<file path="src/rtl/pipe_pkg.sv">
// Shared definitions for elastic pipeline stages: default widths, bubble control word,
// occupancy encoding.
package pipe_pkg;

  localparam int unsigned DATA_W_DEF = 32;
  localparam int unsigned CTRL_W_DEF = 23;
  localparam int unsigned CNT_W_DEF  = 16;
  localparam int unsigned OCC_W      = 2;

  // Control word driven while no valid beat is presented (a legal NOP downstream)
  localparam logic [CTRL_W_DEF-1:0] NOP_CTRL_DEF = '0;

  typedef enum logic [OCC_W-1:0] {
    OCC_EMPTY = 2'd0,
    OCC_ONE   = 2'd1,
    OCC_FULL  = 2'd2
  } occ_e;

endpackage

</file>
<file path="src/rtl/pipe_stall_counter.sv">
// Saturating event counter with synchronous clear; clear wins over increment.
module pipe_stall_counter #(
  parameter int unsigned CNT_W = 16
) (
  input  logic             clk,
  input  logic             reset,
  input  logic             inc,
  input  logic             clr,
  output logic [CNT_W-1:0] count
);

  // Count stall cycles, holding at all-ones once reached
  always_ff @(posedge clk or negedge reset) begin
    if (!reset) begin
      count <= '0;
    end else if (clr) begin
      count <= '0;
    end else if (inc && (count != {CNT_W{1'b1}})) begin
      count <= count + CNT_W'(1);
    end
  end

endmodule

</file>
<file path="src/rtl/pipe_stage_skid.sv">
// Elastic pipeline stage: main + skid entry under valid/ready, registered in_ready,
// flush inserts a bubble, stall-cycle counter for observability.
module pipe_stage_skid
  import pipe_pkg::*;
#(
  parameter int unsigned       DATA_W   = DATA_W_DEF,
  parameter int unsigned       CTRL_W   = CTRL_W_DEF,
  parameter logic [CTRL_W-1:0] NOP_CTRL = CTRL_W'(NOP_CTRL_DEF),
  parameter int unsigned       CNT_W    = CNT_W_DEF
) (
  input  logic              clk,
  input  logic              reset,
  input  logic              flush,
  input  logic              in_valid,
  output logic              in_ready,
  input  logic [CTRL_W-1:0] in_ctrl,
  input  logic [DATA_W-1:0] in_data,
  output logic              out_valid,
  input  logic              out_ready,
  output logic [CTRL_W-1:0] out_ctrl,
  output logic [DATA_W-1:0] out_data,
  output logic [OCC_W-1:0]  occupancy,
  output logic [CNT_W-1:0]  stall_cnt,
  input  logic              stall_clr
);

  occ_e              occ;
  logic [CTRL_W-1:0] skid_ctrl;
  logic [DATA_W-1:0] skid_data;
  logic              acc_c;
  logic              pop_c;

  assign acc_c     = in_valid && in_ready;
  assign pop_c     = out_valid && out_ready;
  assign occupancy = occ;

  // Occupancy state machine; out_ctrl/out_data are the main entry, bubbled when empty
  always_ff @(posedge clk or negedge reset) begin
    if (!reset) begin
      occ       <= OCC_EMPTY;
      in_ready  <= 1'b1;
      out_valid <= 1'b0;
      out_ctrl  <= NOP_CTRL;
      out_data  <= '0;
      skid_ctrl <= NOP_CTRL;
      skid_data <= '0;
    end else if (flush) begin
      // Offered beat is dropped; a coinciding pop was already taken downstream
      occ       <= OCC_EMPTY;
      in_ready  <= 1'b1;
      out_valid <= 1'b0;
      out_ctrl  <= NOP_CTRL;
      out_data  <= '0;
      skid_ctrl <= NOP_CTRL;
      skid_data <= '0;
    end else begin
      case (occ)
        OCC_EMPTY: begin
          if (acc_c) begin
            occ       <= OCC_ONE;
            out_valid <= 1'b1;
            out_ctrl  <= in_ctrl;
            out_data  <= in_data;
          end
        end
        OCC_ONE: begin
          if (acc_c && pop_c) begin
            out_ctrl <= in_ctrl;
            out_data <= in_data;
          end else if (acc_c) begin
            occ       <= OCC_FULL;
            in_ready  <= 1'b0;
            skid_ctrl <= in_ctrl;
            skid_data <= in_data;
          end else if (pop_c) begin
            occ       <= OCC_EMPTY;
            out_valid <= 1'b0;
            out_ctrl  <= NOP_CTRL;
            out_data  <= '0;
          end
        end
        OCC_FULL: begin
          if (pop_c) begin
            occ       <= OCC_ONE;
            in_ready  <= 1'b1;
            out_ctrl  <= skid_ctrl;
            out_data  <= skid_data;
            skid_ctrl <= NOP_CTRL;
            skid_data <= '0;
          end
        end
        default: begin
          occ       <= OCC_EMPTY;
          in_ready  <= 1'b1;
          out_valid <= 1'b0;
          out_ctrl  <= NOP_CTRL;
          out_data  <= '0;
        end
      endcase
    end
  end

  pipe_stall_counter #(
    .CNT_W (CNT_W)
  ) u_stall_counter (
    .clk   (clk),
    .reset (reset),
    .inc   (out_valid && !out_ready),
    .clr   (stall_clr),
    .count (stall_cnt)
  );

endmodule

</file>
<file path="config.mk">
export PLATFORM = sky130hd
export DESIGN_NAME = pipe_stage_skid
export DESIGN_NICKNAME = d
export VERILOG_FILES = /design/src/rtl/pipe_pkg.sv /design/src/rtl/pipe_stall_counter.sv /design/src/rtl/pipe_stage_skid.sv
export SDC_FILE = /design/constraint.sdc
export NUM_CORES = 1
export LEC_CHECK = 0
export BUFFER_PORTS_ARGS = -buffer_cell sky130_fd_sc_hd__buf_4
export CAP_MARGIN = 25
export CORE_ASPECT_RATIO = 1.75
export CORE_UTILIZATION = 49
export DETAILED_ROUTE_END_ITERATION = 10
export GPL_TIMING_DRIVEN = 0
export HOLD_SLACK_MARGIN = 0.08
export PLACE_DENSITY = 0.81
export SYNTH_ARGS = -nofsm -noshare
export SYNTH_HDL_FRONTEND = slang
export SYNTH_SLANG_ARGS = --single-unit
</file>
<file path="constraint.sdc">
create_clock -name clk -period 1.6 [get_ports clk]
set_input_delay 0.48 -clock clk [delete_from_list [all_inputs] [get_ports clk]]
set_output_delay 0.48 -clock clk [all_outputs]
set_load 0.03 [all_outputs]
</file>
==> impl_metrics.toml, run 1 <==
[sta]
worst_slack_ns = -0.239
worstMarginPinSlew_ns = 0.690
period_needed_ns = 1.84
hold_ws_ns = 0.306
max_clock_freq_ghz = 0.544
finalSetupViolations = 132
rsz0062_at_grt = "yes"
final_hold_viol_count = 0
finClkSkew_ns = 0.0135
drv_slew = 0
timing.final.crit_share = 1.15
relSlewSlack = 0.540

[synth]
synth_ff_type = "dfrtp_1"
ys_seq_area_frac = 0.545
yosys_warnings = 0
synthTopCellsByArea = "dfrtp_1 (54%), mux2i_1 (9.4%), o2bb2ai_1 (8.1%)"
syn_area_um2 = 5970
ys_seq_elements = 130
async_reset_ff_frac = 1.00
yosysTopAreaCell = "dfrtp_1"
syn_avg_cell_area_um2 = 10.8
syn_inst = 554
syn_nets = 616
synth.distinct_cells = 43
synth-edff-count = 0
synth_top_area_frac = 0.541

[min_path]
hold_path.class = "input pin to flop"

[floorplanning]
initial_core_util = 0.500
dieArea_um2 = 12600
die_w_um = 85.4
core_um2 = 11900
ioPinCount = 136
die_h_um = 148
rows = 53

[global_routing]
grt_max_degree = 77
grt_antenna_before_repair = 0
grt_pass1_vias = 5804
grt_pass1_wl_um = 27900
grt.overflow.total = 0
grtUsageTotal = 0.288

[setup_path]
r2r_slack_ns = -0.24
cp_max_fo = 7
worst_path_largest_cell_delay_ns = 0.53
slowest_stage = "or4_4"
cp.required_ns = 1.93
cp_cell_sequence = "nand4_4 > or3_4 > or4_4 > a21oi_2"
arrival_ns = 2.17
worstSetupPathType = "flop to flop"
startpoint_type = "flop"
cp-end-kind = "flop"

[pwr]
ir_drop_uv = 872
power_density_nw_per_um2 = 1310
p_total_uw = 12500
p_leak_uw = 0.00457

[drt]
drcViolationCount = 0
avgViaCountPerCell = 6.07
antenna_left = 0
drt_iter0_drc = 399
dr.pass1.iters = 6
route.vias.total = 5607
routedWlPerCell_um = 22.2
finalWirelength_um = 20500

[finish]
final_common_cell = "buf_4"
final_core_util = 0.798
layout_common_cells = "buf_4 (162), dfrtp_1 (111), inv_1 (59)"
drive_above_1_share = 0.481
nets = 836
antenna_cells = 0
multiInputGateArea_um2 = 2930
syn_to_final_growth_pct = 59.5
ff_latch_area_um2 = 3280
fill_cells = 668

[run_status]
violations = "setup timing"
status = "complete, but fails checks"

[clock_network]
cts-buffers-inserted = 17
cts.clk_slew.worst_paths_ns = 0.07
cts_tree = "yes"
root_buffer = "clkbuf_16"
h-tree-depth = 4
clock-sinks = 130
clk_latency_ns = 0.43
cts_buffer_depth = 2

[placed_design]
hpwl_um = 10800
port_buffers = 133
gp_congestion = 0.824

[run]
drv_cap = 0
-- sequential cells by signal (all words and copies together) (netlist names) --
register and cells:
out_data 32, skid_data 32, out_ctrl 23, skid_ctrl 23
u_stall_counter.count 16, occupancy 2, in_ready 1, out_valid 1
-- through the flow --
step	std cells	setup slack [ns]	instance area [um^2]	setup TNS (ns)
2_1_floorplan	554	-0.160	6450	-6.71
3_3_place_gp	824	-0.589	7620	-98.27
3_5_place_dp	825	-0.672	7650	-56.75
4_1_cts	898	-0.107	8970	-6.24
5_1_grt	923	-0.256	9520	-21.83
6_report	923	-0.239	9520	-12.15
-- final cells by class --
cell class                      count  area share
Buffer                             38      0.0499
Clock buffer                       18      0.0451
Clock inverter                     13      0.0209
Inverter                           59      0.0233
Multi-Input combinational cell    326       0.307
Sequential cell                   130       0.344
Tap cell                          137      0.0180
Timing Repair Buffer              202       0.191
-- cells in the mapped netlist (6+ instances only) --
cell         n
a21oi_1     14
a22oi_1     55
buf_2       11
clkbuf_1    20
dfrtp_1    129
inv_1       59
mux2i_1     56
nand2_1     60
nor2_1      11
nor2b_1      6
o2bb2ai_1   55
o31ai_1      7
or4_1        6
-- worst max-delay path: cells and delay by family, from the launching register on --
family / cells / cell delay (ns)
AOI/OAI and AO/OA: 1 / 0.15
and+or+nand+nor: 3 / 1.11
DFF: 1 / 0.47
-- worst paths after layout --
kind | startpoint | to | cells after the start
setup / recovery | u_stall_counter.count[8]$_DFFE_PN0P_ | u_stall_counter.count[14]$_DFFE_PN0P_ | 4
hold / removal | in_data[16] | skid_data[16]$_DFFE_PN0P_ | 3
setup reg to reg | u_stall_counter.count[8]$_DFFE_PN0P_ | u_stall_counter.count[14]$_DFFE_PN0P_ | 4
hold reg to reg | out_data[1]$_DFFE_PN0P_ | out_data[1]$_DFFE_PN0P_ | 1
max in group asynchronous | reset | skid_data[29]$_DFFE_PN0P_ | 3
min in group asynchronous | reset | u_stall_counter.count[9]$_DFFE_PN0P_ | 2
-- per-layer routing --
metal	wire (um)	global-route usage	vias to the layer above
met2	11100	0.525	278
li1	-	-	2429
met5	0	0	-
met3	1200	0.0536	92
met4	991	0.173	0
met1	7240	0.301	2808
-- where the power goes --
part / internal [uW] / total (uW) / switching, uW
combinational: 1850 / 4060 / 2210
clock: 2630 / 4200 / 1570
sequential: 3790 / 4190 / 404
total: 8270 / 12400 / 4180
-- cells by family (layout without fill, tap and decap cells) --
group	after synthesis	count (layout)	share of synthesized area
flops	130	130	0.545
compound gates	146	146	0.189
buf+inv	99	330	0.0677
fa+ha+maj	1	1	0.00210
mux	58	58	0.0977
xor+xnor	1	1	0.00147
simple gates	119	120	0.0974
-- timing repair --
item,4_1_cts,5_1_grt
buffers inserted,38,21
hold buffers,1,0
pin swaps,18,17
setup endpoints to repair,124,135
gates cloned,3,6
endpoints found under the hold margin,53,0
gates resized for setup,73,69
Note: power is estimated with default switching activity, not from simulation.
==> run 2: changes to the inputs <==
SKIP_CTS_REPAIR_TIMING = 1   (was default)
==> impl_metrics.toml, run 2 (synthesized netlist as in run 1, its figures left out) <==
[pwr]
switching_share = 0.336
power_density_nw_per_um2 = 1330
seq_power_share = 0.335
p_switching_uw = 4200
p_clk_frac = 0.333
pwr-share-comb = 0.331
internal_power_uw = 8310
p_leak_uw = 0.00452
ir_drop_uv = 855

[clock_network]
root_buffer = "clkbuf_16"
cts.clk_slew.worst_paths_ns = 0.06
cts-buffers-inserted = 17
cts_tree = "yes"
clock-sinks = 130
h-tree-depth = 4
clk_latency_ns = 0.42
cts_buffer_depth = 2

[drt]
avgViaCountPerCell = 6.00
routedWlPerCell_um = 21.0
route.vias.total = 5447
dr.pass1.iters = 5
met1_length_um = 6810
drt_iter0_drc = 257
antenna_left = 0
drcViolationCount = 0
met2_length_um = 10500
finalWirelength_um = 19000
dr.max_layer_used = "met4"
wl_met3_um = 925

[setup_path]
worstSetupPathType = "flop to flop"
cp.required_ns = 1.93
cp_max_fo = 6
startpoint_type = "flop"
cp-end-kind = "flop"
arrival_ns = 2.11

[sta]
final_hold_viol_count = 0
worstMarginPinSlew_ns = 0.592
fin_tns_setup_ns = -14.66
finClkSkew_ns = 0.00754
rsz0062_at_grt = "yes"
max_clock_freq_ghz = 0.561
period_needed_ns = 1.78
hold_ws_ns = 0.309
finalSetupViolations = 124
timing.final.crit_share = 1.12
drv_slew = 0
relSlewSlack = 0.606
worst_slack_ns = -0.184

[finish]
fill_cells = 690
antenna_cells = 0
layout_common_cells = "buf_4 (159), dfrtp_1 (112), inv_1 (59)"
nets = 821
drive_above_1_share = 0.473
syn_to_final_growth_pct = 57.7
final_common_cell = "buf_4"
top_regs = "out_data: 32 flops, skid_data: 32 flops"

[floorplanning]
ioPinCount = 136
die_h_um = 148
rows = 53
initial_core_util = 0.500
dieArea_um2 = 12600
core_um2 = 11900
die_w_um = 85.4

[placed_design]
port_buffers = 133
gp_congestion = 0.824
hpwl_um = 10800

[global_routing]
grt_antenna_before_repair = 0
grtUsageTotal = 0.261
grt.overflow.total = 0
grt_max_degree = 77
grt_pass1_wl_um = 25600
grt_pass1_vias = 5347

[min_path]
hold_path.class = "input pin to flop"

[run]
drv_cap = 0

[run_status]
violations = "setup timing"
status = "complete, but fails checks"
[run 2: cell types whose count changed in the layout (fill, tap and decap cells not counted), moves of 2 or more]
cell,previous run,this run
buf_16,4,1
buf_2,0,2
buf_4,162,159
buf_6,36,24
buf_8,2,5
clkbuf_16,24,27
clkbuf_8,5,0
nor4_2,2,0
nor4_4,2,4
o2bb2ai_1,8,5
o2bb2ai_4,1,4
[run 2: worst max-delay path: stages (launching register included)]
cell and delay [ns]:
dfrtp_2 0.41, buf_8 0.13, nor2b_4 0.14, and2_4 0.17, a211oi_4 0.19, buf_4 0.16, buf_6 0.12, clkbuf_16 0.15
mux2i_1 0.21
[run 2: through the flow]
| stage | cell area (um^2) | cells | worst slack, ns | utilization | total power [uW] |
|---|---|---|---|---|---|
| after global routing | 9410 | 908 | -0.239 | 0.789 | 12900 |
| final | 9410 | 908 | -0.184 | 0.789 | 12500 |
| after floorplan | 6450 | 554 | -0.160 | - | 6250 |
| after CTS | 8280 | 856 | -0.634 | 0.694 | 11600 |
| after detailed placement | 7650 | 825 | -0.672 | 0.641 | 7390 |
| after global placement | 7620 | 824 | -0.589 | 0.638 | 7280 |
[run 2: worst paths after layout]
| check | endpoint | slack, ns | depth (start not counted) | from |
|---|---|---|---|---|
| setup / recovery | skid_data[20]$_DFFE_PN0P_ | -0.18 | 8 | occupancy[1]$_DFFE_PN0P_ |
| hold / removal | skid_data[16]$_DFFE_PN0P_ | 0.31 | 3 | in_data[16] |
| setup reg to reg | skid_data[20]$_DFFE_PN0P_ | -0.18 | 8 | occupancy[1]$_DFFE_PN0P_ |
| hold reg to reg | out_ctrl[7]$_DFFE_PN0P_ | 0.49 | 1 | out_ctrl[7]$_DFFE_PN0P_ |
| max in group asynchronous | skid_data[15]$_DFFE_PN0P_ | 0.26 | 3 | reset |
| min in group asynchronous | u_stall_counter.count[9]$_DFFE_PN0P_ | 0.58 | 2 | reset |
[run 2: area by class of cell]
class	count	area, um^2	area share
Timing Repair Buffer	186	1630	0.174
Buffer	38	478	0.0508
Clock buffer	18	429	0.0456
Sequential cell	130	3280	0.348
Clock inverter	13	199	0.0211
Multi-Input combinational cell	327	3010	0.319
Inverter	59	221	0.0235
Tap cell	137	171	0.0182
[run 2: layer usage]
| layer | track usage | vias to the layer above |
|---|---|---|
| met5 | 0 | - |
| met4 | 0.141 | 0 |
| met3 | 0.0542 | 78 |
| met2 | 0.471 | 250 |
| met1 | 0.282 | 2721 |
| li1 | - | 2398 |
[run 2: power groups by stage]
stage	Sequential [uW]	Combinational (uW)	Clock [uW]
CTS	4150	3230	4200
floorplan	4700	1550	0
global placement	4170	3110	0
detailed placement	4190	3200	0
global route	4230	4370	4340
finish	4190	4140	4170
==> run 3: changes to the inputs <==
PLACE_DENSITY = 0.86   (was 0.81)
==> impl_metrics.toml, run 3 (synthesized netlist as in run 1, its figures left out) <==
[sta]
max_clock_freq_ghz = 0.544
fin_tns_setup_ns = -12.46
period_needed_ns = 1.84
final_hold_viol_count = 0
worst_slack_ns = -0.239
finalSetupViolations = 128
rsz0062_at_grt = "yes"
drv_slew = 0
worstMarginPinSlew_ns = 0.654
timing.final.crit_share = 1.15
finClkSkew_ns = 0.00972
relSlewSlack = 0.564

[global_routing]
grt_pass1_vias = 5195
grt.overflow.total = 0
grt_max_degree = 84
grt_pass1_wl_um = 25600
grtUsageTotal = 0.261
grt_antenna_before_repair = 0

[finish]
syn_to_final_growth_pct = 49.6
final_core_util = 0.748
fill_cells = 729
nets = 801
final_common_cell = "buf_4"
layoutNonFillerInstCount = 889
top_regs = "out_data: 32 flops, skid_data: 32 flops"
antenna_cells = 0
drive_above_1_share = 0.441
layout_common_cells = "buf_4 (157), dfrtp_1 (112), inv_1 (59)"

[placed_design]
port_buffers = 133
hpwl_um = 11100
gp_congestion = 0.870
dp.cells = 825

[setup_path]
cp_num_buf_inv = 0
startpoint_type = "flop"
slowest_stage = "or4_4"
crit_path_start = "u_stall_counter.count[10]$_DFFE_PN0P_"
crit_path_end = "u_stall_counter.count[14]$_DFFE_PN0P_"
r2r-end = "u_stall_counter.count[14]$_DFFE_PN0P_"
r2r_slack_ns = -0.24
crit_family = "simple AND/OR/NAND/NOR gates"
cp-end-kind = "flop"
r2r-start = "u_stall_counter.count[10]$_DFFE_PN0P_"
arrival_ns = 2.16
reg2reg_depth = 4
cp_cell_sequence = "nand4_4 > or3_4 > or4_4 > a21oi_2"
cp.depth = 4
cp_max_fo = 6
worstSetupPathType = "flop to flop"
worst_path_largest_cell_delay_ns = 0.50
cp.required_ns = 1.92

[drt]
route.vias.total = 5281
dr.pass1.iters = 6
antenna_left = 0
finalWirelength_um = 17600
drt_iter0_drc = 298
drcViolationCount = 0
routedWlPerCell_um = 19.8
avgViaCountPerCell = 5.94

[clock_network]
cts.clk_slew.worst_paths_ns = 0.06
root_buffer = "clkbuf_16"
clk_latency_ns = 0.41
cts-buffers-inserted = 17
cts_tree = "yes"
cts_buffer_depth = 2
clock-sinks = 130
h-tree-depth = 4

[pwr]
ir_drop_uv = 722
power_density_nw_per_um2 = 1310
p_total_uw = 11700
p_leak_uw = 0.00430

[floorplanning]
die_w_um = 85.4
dieArea_um2 = 12600
initial_core_util = 0.500
rows = 53
die_h_um = 148
core_um2 = 11900
ioPinCount = 136

[min_path]
hold_path.class = "input pin to flop"
hold_start = "in_ctrl[17]"

[run_status]
violations = "setup timing"
status = "complete, but fails checks"

[run]
drv_cap = 0
run 3: cell types whose count changed in the layout (fill, tap and decap cells not counted), moves of 2 or more:
cell | previous run | this run
clkinv_2 | 0 | 2
buf_6 | 24 | 17
o2bb2ai_4 | 4 | 0
clkbuf_16 | 27 | 23
inv_6 | 4 | 0
buf_4 | 159 | 157
o2bb2ai_1 | 5 | 13
clkinvlp_4 | 0 | 2
buf_8 | 5 | 3
buf_12 | 11 | 7
o2bb2ai_2 | 46 | 42
clkbuf_2 | 5 | 7
run 3: per-layer routing:
metal,part of all wire,global-route usage
met1,0.36,0.293
met2,0.56,0.466
met3,0.043,0.0486
met4,0.033,0.128
met5,0,0
run 3: final cells by class:
class	count	area, um^2	share of cell area
inverter	59	221	0.0248
clock buffer	20	447	0.0500
tap	137	171	0.0192
buffer	39	447	0.0500
multi-input combinational	326	2850	0.319
clock inverter	12	159	0.0178
sequential	130	3280	0.367
timing repair buffer	166	1360	0.153
run 3: metrics by stage:
stage                     hold slack [ns]  area, um^2  setup slack, ns
after detailed placement            0.442        7650           -0.666
after global placement              0.472        7620           -0.583
after floorplan                     0.184        6450           -0.160
final                               0.325        8930           -0.239
after global routing                0.316        8930           -0.301
after CTS                         0.00718        8260           -0.636
run 3: worst min-delay path, stage by stage:
cell and delay, ns:
buf_4 0.11, nand2_1 0.05, mux2i_1 0.05
run 3: worst min path at each step:
stage	cells past startpoint	to	slack (ns)
global route	3	skid_data[18]$_DFFE_PN0P_	0.32
floorplan	0	occupancy[0]$_DFFE_PN0P_	0.18
global placement	1	out_data[28]$_DFFE_PN0P_	0.47
detailed placement	1	out_data[13]$_DFFE_PN0P_	0.44
CTS	1	out_data[13]$_DFFE_PN0P_	0.007
finish	3	skid_ctrl[17]$_DFFE_PN0P_	0.32
run 3: power by group:
| group | switching, uW | total, uW | internal [uW] | leakage (uW) |
|---|---|---|---|---|
| Combinational | 2060 | 3630 | 1560 | 0.00231 |
| Sequential | 378 | 4170 | 3790 | 0.00170 |
| Clock | 1450 | 3950 | 2500 | 0.000290 |
